`config.mk`:
```
export PLATFORM = sky130hd
export DESIGN_NAME = dexec_stage
export DESIGN_NICKNAME = d
export VERILOG_FILES = /design/src/rtl/dumb_pkg.sv /design/src/rtl/dregfile.sv /design/src/rtl/dexec_stage.sv
export SDC_FILE = /design/constraint.sdc
export NUM_CORES = 1
export LEC_CHECK = 0
export CAP_MARGIN = 0
export CORE_ASPECT_RATIO = 1.5
export CORE_MARGIN = 5
export CORE_UTILIZATION = 35
export CTS_CLUSTER_DIAMETER = 50
export DETAILED_ROUTE_END_ITERATION = 16
export GPL_ROUTABILITY_DRIVEN = 0
export PLACE_DENSITY_LB_ADDON = 0.05
export SKIP_LAST_GASP = 1
export SYNTH_ARGS = -nofsm -noshare
export SYNTH_HDL_FRONTEND = slang
export SYNTH_SLANG_ARGS = --single-unit
```
`constraint.sdc`:
```
create_clock -name clk -period 4.3 [get_ports clk]
set_clock_uncertainty 0.2 [all_clocks]
set_input_delay 0.86 -clock clk [delete_from_list [all_inputs] [get_ports clk]]
set_output_delay 0.86 -clock clk [all_outputs]
set_load 0.005 [all_outputs]
```
`src/rtl/dumb_pkg.sv`:
```
// Shared constants and types for the execute/writeback stage.
// Opcodes, flag bit positions, width defaults and run/halt state encoding.
package dumb_pkg;

  localparam int DEF_DATA_W   = 16;
  localparam int DEF_NUM_REGS = 8;
  localparam int DEF_RA_W     = 3;

  localparam logic [3:0] OP_PASS = 4'd0;
  localparam logic [3:0] OP_ADD  = 4'd1;
  localparam logic [3:0] OP_SUB  = 4'd2;
  localparam logic [3:0] OP_AND  = 4'd3;
  localparam logic [3:0] OP_OR   = 4'd4;
  localparam logic [3:0] OP_XOR  = 4'd5;
  localparam logic [3:0] OP_SHR  = 4'd6;
  localparam logic [3:0] OP_SHL  = 4'd7;
  localparam logic [3:0] OP_HALT = 4'hF;

  localparam int FLAG_Z = 0;
  localparam int FLAG_C = 1;
  localparam int FLAG_S = 2;
  localparam int FLAG_V = 3;

  typedef enum logic {
    ST_RUN    = 1'b0,
    ST_HALTED = 1'b1
  } state_e;

  // Opcodes 0-7 reach the ALU; 8-14 are illegal; 15 is HALT.
  function automatic logic op_is_alu(input logic [3:0] op);
    return ~op[3];
  endfunction

  function automatic logic op_is_illegal(input logic [3:0] op);
    return op[3] && (op != OP_HALT);
  endfunction

endpackage

```
`src/rtl/dregfile.sv`:
```
// Register file: NUM_REGS x DATA_W, two read ports plus a debug read port.
// Ports: clk, rst (sync high), ra1/rd1, ra2/rd2, dbg_addr/dbg_data, we/wa/wd.
module dregfile
  import dumb_pkg::*;
#(
  parameter int DATA_W   = DEF_DATA_W,
  parameter int NUM_REGS = DEF_NUM_REGS,
  parameter int RA_W     = DEF_RA_W
) (
  input  logic              clk,
  input  logic              rst,
  input  logic [RA_W-1:0]   ra1,
  output logic [DATA_W-1:0] rd1,
  input  logic [RA_W-1:0]   ra2,
  output logic [DATA_W-1:0] rd2,
  input  logic [RA_W-1:0]   dbg_addr,
  output logic [DATA_W-1:0] dbg_data,
  input  logic              we,
  input  logic [RA_W-1:0]   wa,
  input  logic [DATA_W-1:0] wd
);

  logic [DATA_W-1:0] mem_q [NUM_REGS];
  logic [DATA_W-1:0] mem_d [NUM_REGS];

  assign rd1      = mem_q[ra1];
  assign rd2      = mem_q[ra2];
  assign dbg_data = mem_q[dbg_addr];

  always_comb begin
    mem_d = mem_q;
    if (we) mem_d[wa] = wd;
  end

  always_ff @(posedge clk) begin
    if (rst) begin
      for (int i = 0; i < NUM_REGS; i++)
        mem_q[i] <= '0;
    end else begin
      mem_q <= mem_d;
    end
  end

endmodule

```
`src/rtl/dexec_stage.sv`:
```
// Execute/writeback stage around an external combinational 16-bit ALU.
// Ports: in_* handshake/decode, resume, alu_* drive/return, flags_q,
// wb_* writeback pulse, illegal (sticky), dbg_addr/dbg_data peek.
module dexec_stage
  import dumb_pkg::*;
#(
  parameter int DATA_W   = DEF_DATA_W,
  parameter int NUM_REGS = DEF_NUM_REGS,
  parameter int RA_W     = DEF_RA_W
) (
  input  logic              clk,
  input  logic              rst,
  input  logic              in_valid,
  output logic              in_ready,
  input  logic [3:0]        in_op,
  input  logic [RA_W-1:0]   in_rd,
  input  logic [RA_W-1:0]   in_rs1,
  input  logic [RA_W-1:0]   in_rs2,
  input  logic              in_use_imm,
  input  logic [DATA_W-1:0] in_imm,
  input  logic              in_wb_en,
  input  logic              in_flags_en,
  input  logic              resume,
  output logic [DATA_W-1:0] alu_A,
  output logic [DATA_W-1:0] alu_B,
  output logic [3:0]        alu_op,
  input  logic [DATA_W-1:0] alu_out,
  input  logic [3:0]        alu_flags,
  output logic [3:0]        flags_q,
  output logic              wb_valid,
  output logic [RA_W-1:0]   wb_rd,
  output logic [DATA_W-1:0] wb_data,
  output logic              illegal,
  input  logic [RA_W-1:0]   dbg_addr,
  output logic [DATA_W-1:0] dbg_data
);

  state_e state_q, state_d;

  logic              ex_valid_q, ex_valid_d;
  logic [3:0]        ex_op_q, ex_op_d;
  logic [RA_W-1:0]   ex_rd_q, ex_rd_d;
  logic              ex_wb_en_q, ex_wb_en_d;
  logic              ex_flags_en_q, ex_flags_en_d;
  logic [DATA_W-1:0] ex_a_q, ex_a_d;
  logic [DATA_W-1:0] ex_b_q, ex_b_d;

  logic [3:0]        flags_d;
  logic              wb_valid_q, wb_valid_d;
  logic [RA_W-1:0]   wb_rd_q, wb_rd_d;
  logic [DATA_W-1:0] wb_data_q, wb_data_d;
  logic              illegal_q, illegal_d;

  logic [DATA_W-1:0] rf_rd1, rf_rd2;
  logic              accept;
  logic              wb_we;
  logic              hit_a, hit_b;
  logic [DATA_W-1:0] fwd_a, fwd_b;

  assign in_ready = (state_q == ST_RUN) & ~rst;
  assign accept   = in_valid & in_ready;
  assign wb_we    = ex_valid_q & ex_wb_en_q;

  // The instruction in EX has not written yet; take its result directly.
  assign hit_a = wb_we && (ex_rd_q == in_rs1);
  assign hit_b = wb_we && (ex_rd_q == in_rs2);
  assign fwd_a = hit_a ? alu_out : rf_rd1;
  assign fwd_b = hit_b ? alu_out : rf_rd2;

  assign alu_A    = ex_a_q;
  assign alu_B    = ex_b_q;
  assign alu_op   = ex_op_q;
  assign wb_valid = wb_valid_q;
  assign wb_rd    = wb_rd_q;
  assign wb_data  = wb_data_q;
  assign illegal  = illegal_q;

  dregfile #(
    .DATA_W   (DATA_W),
    .NUM_REGS (NUM_REGS),
    .RA_W     (RA_W)
  ) u_rf (
    .clk      (clk),
    .rst      (rst),
    .ra1      (in_rs1),
    .rd1      (rf_rd1),
    .ra2      (in_rs2),
    .rd2      (rf_rd2),
    .dbg_addr (dbg_addr),
    .dbg_data (dbg_data),
    .we       (wb_we),
    .wa       (ex_rd_q),
    .wd       (alu_out)
  );

  always_comb begin
    ex_valid_d    = accept;
    ex_op_d       = ex_op_q;
    ex_rd_d       = ex_rd_q;
    ex_wb_en_d    = ex_wb_en_q;
    ex_flags_en_d = ex_flags_en_q;
    ex_a_d        = ex_a_q;
    ex_b_d        = ex_b_q;
    flags_d       = flags_q;
    wb_valid_d    = wb_we;
    wb_rd_d       = wb_rd_q;
    wb_data_d     = wb_data_q;
    illegal_d     = illegal_q;
    state_d       = state_q;

    if (accept) begin
      ex_op_d       = in_op;
      ex_rd_d       = in_rd;
      // Illegal and HALT ride through EX as NOPs.
      ex_wb_en_d    = in_wb_en & op_is_alu(in_op);
      ex_flags_en_d = in_flags_en & op_is_alu(in_op);
      ex_a_d        = fwd_a;
      ex_b_d        = in_use_imm ? in_imm : fwd_b;
      if (op_is_illegal(in_op)) illegal_d = 1'b1;
    end

    if (wb_we) begin
      wb_rd_d   = ex_rd_q;
      wb_data_d = alu_out;
    end

    if (ex_valid_q && ex_flags_en_q)
      flags_d = alu_flags;

    unique case (state_q)
      ST_RUN:
        if (accept && in_op == OP_HALT)
          state_d = ST_HALTED;
      ST_HALTED:
        if (resume)
          state_d = ST_RUN;
      default: state_d = ST_RUN;
    endcase
  end

  always_ff @(posedge clk) begin
    if (rst) begin
      state_q       <= ST_RUN;
      ex_valid_q    <= 1'b0;
      ex_op_q       <= '0;
      ex_rd_q       <= '0;
      ex_wb_en_q    <= 1'b0;
      ex_flags_en_q <= 1'b0;
      ex_a_q        <= '0;
      ex_b_q        <= '0;
      flags_q       <= '0;
      wb_valid_q    <= 1'b0;
      wb_rd_q       <= '0;
      wb_data_q     <= '0;
      illegal_q     <= 1'b0;
    end else begin
      state_q       <= state_d;
      ex_valid_q    <= ex_valid_d;
      ex_op_q       <= ex_op_d;
      ex_rd_q       <= ex_rd_d;
      ex_wb_en_q    <= ex_wb_en_d;
      ex_flags_en_q <= ex_flags_en_d;
      ex_a_q        <= ex_a_d;
      ex_b_q        <= ex_b_d;
      flags_q       <= flags_d;
      wb_valid_q    <= wb_valid_d;
      wb_rd_q       <= wb_rd_d;
      wb_data_q     <= wb_data_d;
      illegal_q     <= illegal_d;
    end
  end

endmodule

```
==> impl_metrics.py <==
metrics = {
    "worst_setup_path": {
        "crit_required_ps": 3240,
        "critical_path_peak_fanout": 32,
        "critical_path.slowest_cell": "sky130_fd_sc_hd__clkdlybuf4s50_1",
        "critical-path-top-cell-by-count": "sky130_fd_sc_hd__clkdlybuf4s50_1",
        "critPathLaunchType": "input port",
        "timing.critical_path.arrival_ps": 2730,
        "element_type_at_the_critical_path_end": "primary output",
        "setup.worst_path.class": "in2out",
        "critical-path-max-stage-delay_ps": 510,
        "crit_chain": "clkdlybuf4s50_1 > buf_12 > mux4_2 > mux2_2 > clkdlybuf4s50_1",
    },
    "yosys": {
        "postSynth.topFlopCell": "sky130_fd_sc_hd__dfxtp_1",
        "postSynth.asyncResetShare": 0,
        "yosys_register_bits": 196,
        "post_synth_edffs": 0,
        "syn-instance-count": 1101,
        "yosysWarnings": 0,
        "synth_nets": 1160,
        "synth_top_area_share": 0.382,
        "yosysUniqueCellTypes": 43,
        "post-synth-top-area-cell": "sky130_fd_sc_hd__dfxtp_1",
        "synthesis.area_per_instance_um2": 9.33,
        "dominant_cells_by_area_after_synthesis": "sky130_fd_sc_hd__dfxtp_1 38%, sky130_fd_sc_hd__mux4_2 14%, sky130_fd_sc_hd__mux2i_1 13%",
        "syn_area_um2": 10300,
        "fraction_of_the_yosys_area_taken_by_sequential_cells": 0.382,
    },
    "sta": {
        "timing_worst_slew_pin_value_ps": 1140,
        "max_freq_mhz": 264,
        "fin_crit_ps": 3790,
        "setup_viol_count_final": 0,
        "drv_slew": 0,
        "final.setup.worst_slack_ps": 511,
        "final-hold-violation-count": 0,
        "rsz0062_at_grt": "no",
        "worst_slew_margin_rel": 0.238,
        "fin_tns_setup_ps": 0,
        "post-route-period-util": 0.881,
    },
    "placed_design": {
        "placed_area_um2": 11900,
        "detailedPlacementHpwl_mm": 23.9,
        "preCtsSetupSlack_ps": 525,
        "placed_cells_incl_taps": 1541,
        "numPortBuffers": 136,
    },
    "floorplanning": {
        "floorplan.io_pins": 137,
        "placeable_core_region_um2": 28900,
        "floorplan.die.height_um": 220,
        "die-area_um2": 33000,
        "floorplan.initialDensity": 0.356,
        "die_w_um": 150,
        "num_rows": 76,
    },
    "routing": {
        "via_density": 5.67,
        "wirelength_mm": 37.7,
        "routed-via-count": 8915,
        "final_antenna_net_count": 0,
        "detail_route.first_pass.iterations": 5,
        "route.met2.wl_mm": 19.0,
        "drcViolationCount": 0,
        "highest_layer": "met4",
        "detail_route.wirelength.met1_mm": 15.5,
        "met3WireLength_mm": 1.88,
        "wl_per_cell_um": 24.0,
        "number_of_drc_markers_after_the_initial_detailed_route_iteration": 674,
    },
    "power": {
        "power_density_nw_per_um2": 314,
        "cell_internal_pwr_mw": 2.93,
        "netSwitchingPower_mw": 1.02,
        "clock_network_power_share": 0.428,
        "sequentialPowerShare": 0.471,
        "p_total_mw": 3.94,
        "swShare": 0.258,
        "vdd_ir_drop_max_uv": 300,
        "comb_power_share": 0.101,
        "leak_pwr_nw": 4.31,
    },
    "clock_tree": {
        "cts_buffer_depth": 2,
        "cts_root_buf": "sky130_fd_sc_hd__clkbuf_16",
        "cts_hold_buf": 0,
        "cts.sink_count": 196,
        "post-cts-setup-buffer-count": 0,
        "cts-buffers-inserted": 17,
        "tritoncts": "yes",
        "cts-htree-levels": 4,
        "cts_resized": 0,
        "worstSkewPairLatency_ps": 450,
        "clk_pin_slew_ps": 70,
    },
    "grt": {
        "global_route.usage.total": 0.230,
        "grt-ovfl-total": 0,
        "first_pass_grt_wire_length_mm": 56.6,
        "number_of_global_route_vias_before_repair": 8806,
        "grt_max_degree": 191,
        "number_of_antenna_violations_at_the_first_check_in_global_routing": 0,
    },
    "run": {
        "cap_viol_max_count": 0,
    },
    "finish": {
        "drive_above_1_share": 0.134,
        "postLayoutCellArea_um2": 12500,
        "nets": 1229,
        "fill_cells": 2909,
        "count_of_placed_standard_cells_in_the_final_layout_fillers_left_out": 1571,
        "flow.area_growth_from_synthesis_pct": 22.0,
        "ff_latch_area_um2": 3920,
        "diodes": 0,
        "area_occupied_by_multi_input_gates_um2": 5930,
    },
    "status": {
        "outcome": "finished clean",
    },
    "hold_path": {
        "hold_path_class": "reg2reg",
    },
}
final cells by class:
| cell class | instances | area share |
|---|---|---|
| Multi-Input combinational cell | 790 | 0.473 |
| Clock inverter | 11 | 0.0123 |
| Clock buffer | 19 | 0.0353 |
| Sequential cell | 196 | 0.313 |
| Inverter | 3 | 0.000898 |
| Timing Repair Buffer | 162 | 0.127 |
| Tap cell | 390 | 0.0389 |
stage by stage:
step | util | hold WS, ps
6_report | 0.434 | 251
5_1_grt | 0.434 | 272
4_1_cts | 0.434 | 257
3_5_place_dp | 0.413 | 247
3_3_place_gp | 0.413 | 242
2_1_floorplan | - | 253
state kept, by name (all words and copies together), names as in the netlist, 3 cells and up:
register and count:
wb_rd 3, wb_data 16, flags_q 4, ex_rd_q 3, alu_op 4, alu_B 16
u_rf.mem_q 128, alu_A 16
critical path: cells and delay by family:
kind / cells / cell delay (ps)
muxes: 2 / 630
buffers and inverters: 3 / 1200
layer usage:
layer | vias up | GRT usage
met3 | 69 | 0.0395
met5 | - | 0
li1 | 4104 | -
met2 | 318 | 0.399
met4 | 0 | 0.0900
met1 | 4424 | 0.283
cells in the final DEF, fill, tap and decap left out, types with 4 or more instances in the layout:
cell type and count:
sky130_fd_sc_hd__clkbuf_16 17, sky130_fd_sc_hd__buf_12 4, sky130_fd_sc_hd__clkdlybuf4s50_1 131, sky130_fd_sc_hd__o21ai_0 16, sky130_fd_sc_hd__nor2b_1 8, sky130_fd_sc_hd__mux4_2 64
sky130_fd_sc_hd__buf_4 22, sky130_fd_sc_hd__nand2b_1 4, sky130_fd_sc_hd__nand2_1 203, sky130_fd_sc_hd__mux2_2 18, sky130_fd_sc_hd__a21oi_1 107, sky130_fd_sc_hd__nor4_1 9
sky130_fd_sc_hd__nor4b_1 6, sky130_fd_sc_hd__buf_2 4, sky130_fd_sc_hd__xor2_1 6, sky130_fd_sc_hd__mux2i_1 134, sky130_fd_sc_hd__a211oi_1 8, sky130_fd_sc_hd__nor2_1 96
sky130_fd_sc_hd__a221oi_1 9, sky130_fd_sc_hd__a221o_1 12, sky130_fd_sc_hd__o22ai_1 22, sky130_fd_sc_hd__dfxtp_1 196, sky130_fd_sc_hd__o31a_1 9, sky130_fd_sc_hd__nand3_1 5
sky130_fd_sc_hd__o221ai_1 9, sky130_fd_sc_hd__or2_2 4, sky130_fd_sc_hd__nor3_1 8, sky130_fd_sc_hd__nand3b_1 9
power by group through the flow:
stage / logic (mW) / registers, mW / clock network, mW
2_1_floorplan: 0.221 / 1.89 / 0
4_1_cts: 0.399 / 1.86 / 1.73
3_3_place_gp: 0.397 / 1.90 / 0
3_5_place_dp: 0.398 / 1.90 / 0
6_report: 0.397 / 1.86 / 1.69
5_1_grt: 0.421 / 1.86 / 1.80
worst paths after layout:
| path | startpoint | to | slack [ps] | cells after the start |
|---|---|---|---|---|
| setup / recovery | dbg_addr[1] | dbg_data[14] | 510 | 5 |
| hold / removal | wb_data[1]$_SDFFE_PP0P_ | wb_data[1]$_SDFFE_PP0P_ | 250 | 2 |
| setup reg to reg | ex_rd_q[0]$_SDFFE_PP0P_ | alu_A[1]$_SDFFE_PP0P_ | 1380 | 4 |
| hold reg to reg | wb_data[1]$_SDFFE_PP0P_ | wb_data[1]$_SDFFE_PP0P_ | 250 | 2 |
kinds of logic (layout without fill, tap and decap cells):
group                     Yosys count  in the layout  synth area share
xor gates and xnor gates            6              6           0.00511
muxes                             216            216             0.290
DFF                               196            196             0.382
and+or+nand+nor                   369            369             0.154
AOI/OAI and AO/OA                 199            199             0.123
buffers and inverters             115            195            0.0459
synthesized netlist by cell type (8+ instances only):
| cell | number |
|---|---|
| sky130_fd_sc_hd__nand2_1 | 203 |
| sky130_fd_sc_hd__dfxtp_1 | 196 |
| sky130_fd_sc_hd__mux2i_1 | 134 |
| sky130_fd_sc_hd__a21oi_1 | 107 |
| sky130_fd_sc_hd__nor2_1 | 99 |
| sky130_fd_sc_hd__clkbuf_1 | 77 |
| sky130_fd_sc_hd__mux4_2 | 64 |
| sky130_fd_sc_hd__buf_2 | 23 |
| sky130_fd_sc_hd__o22ai_1 | 22 |
| sky130_fd_sc_hd__mux2_2 | 18 |
| sky130_fd_sc_hd__o21ai_0 | 16 |
| sky130_fd_sc_hd__a221o_1 | 12 |
| sky130_fd_sc_hd__a221oi_1 | 9 |
| sky130_fd_sc_hd__buf_1 | 9 |
| sky130_fd_sc_hd__nand3b_1 | 9 |
| sky130_fd_sc_hd__nor3_1 | 9 |
| sky130_fd_sc_hd__nor4_1 | 9 |
| sky130_fd_sc_hd__o221ai_1 | 9 |
| sky130_fd_sc_hd__o31a_1 | 9 |
| sky130_fd_sc_hd__a211oi_1 | 8 |
| sky130_fd_sc_hd__nor2b_1 | 8 |
(Power assumes the default switching activity.)
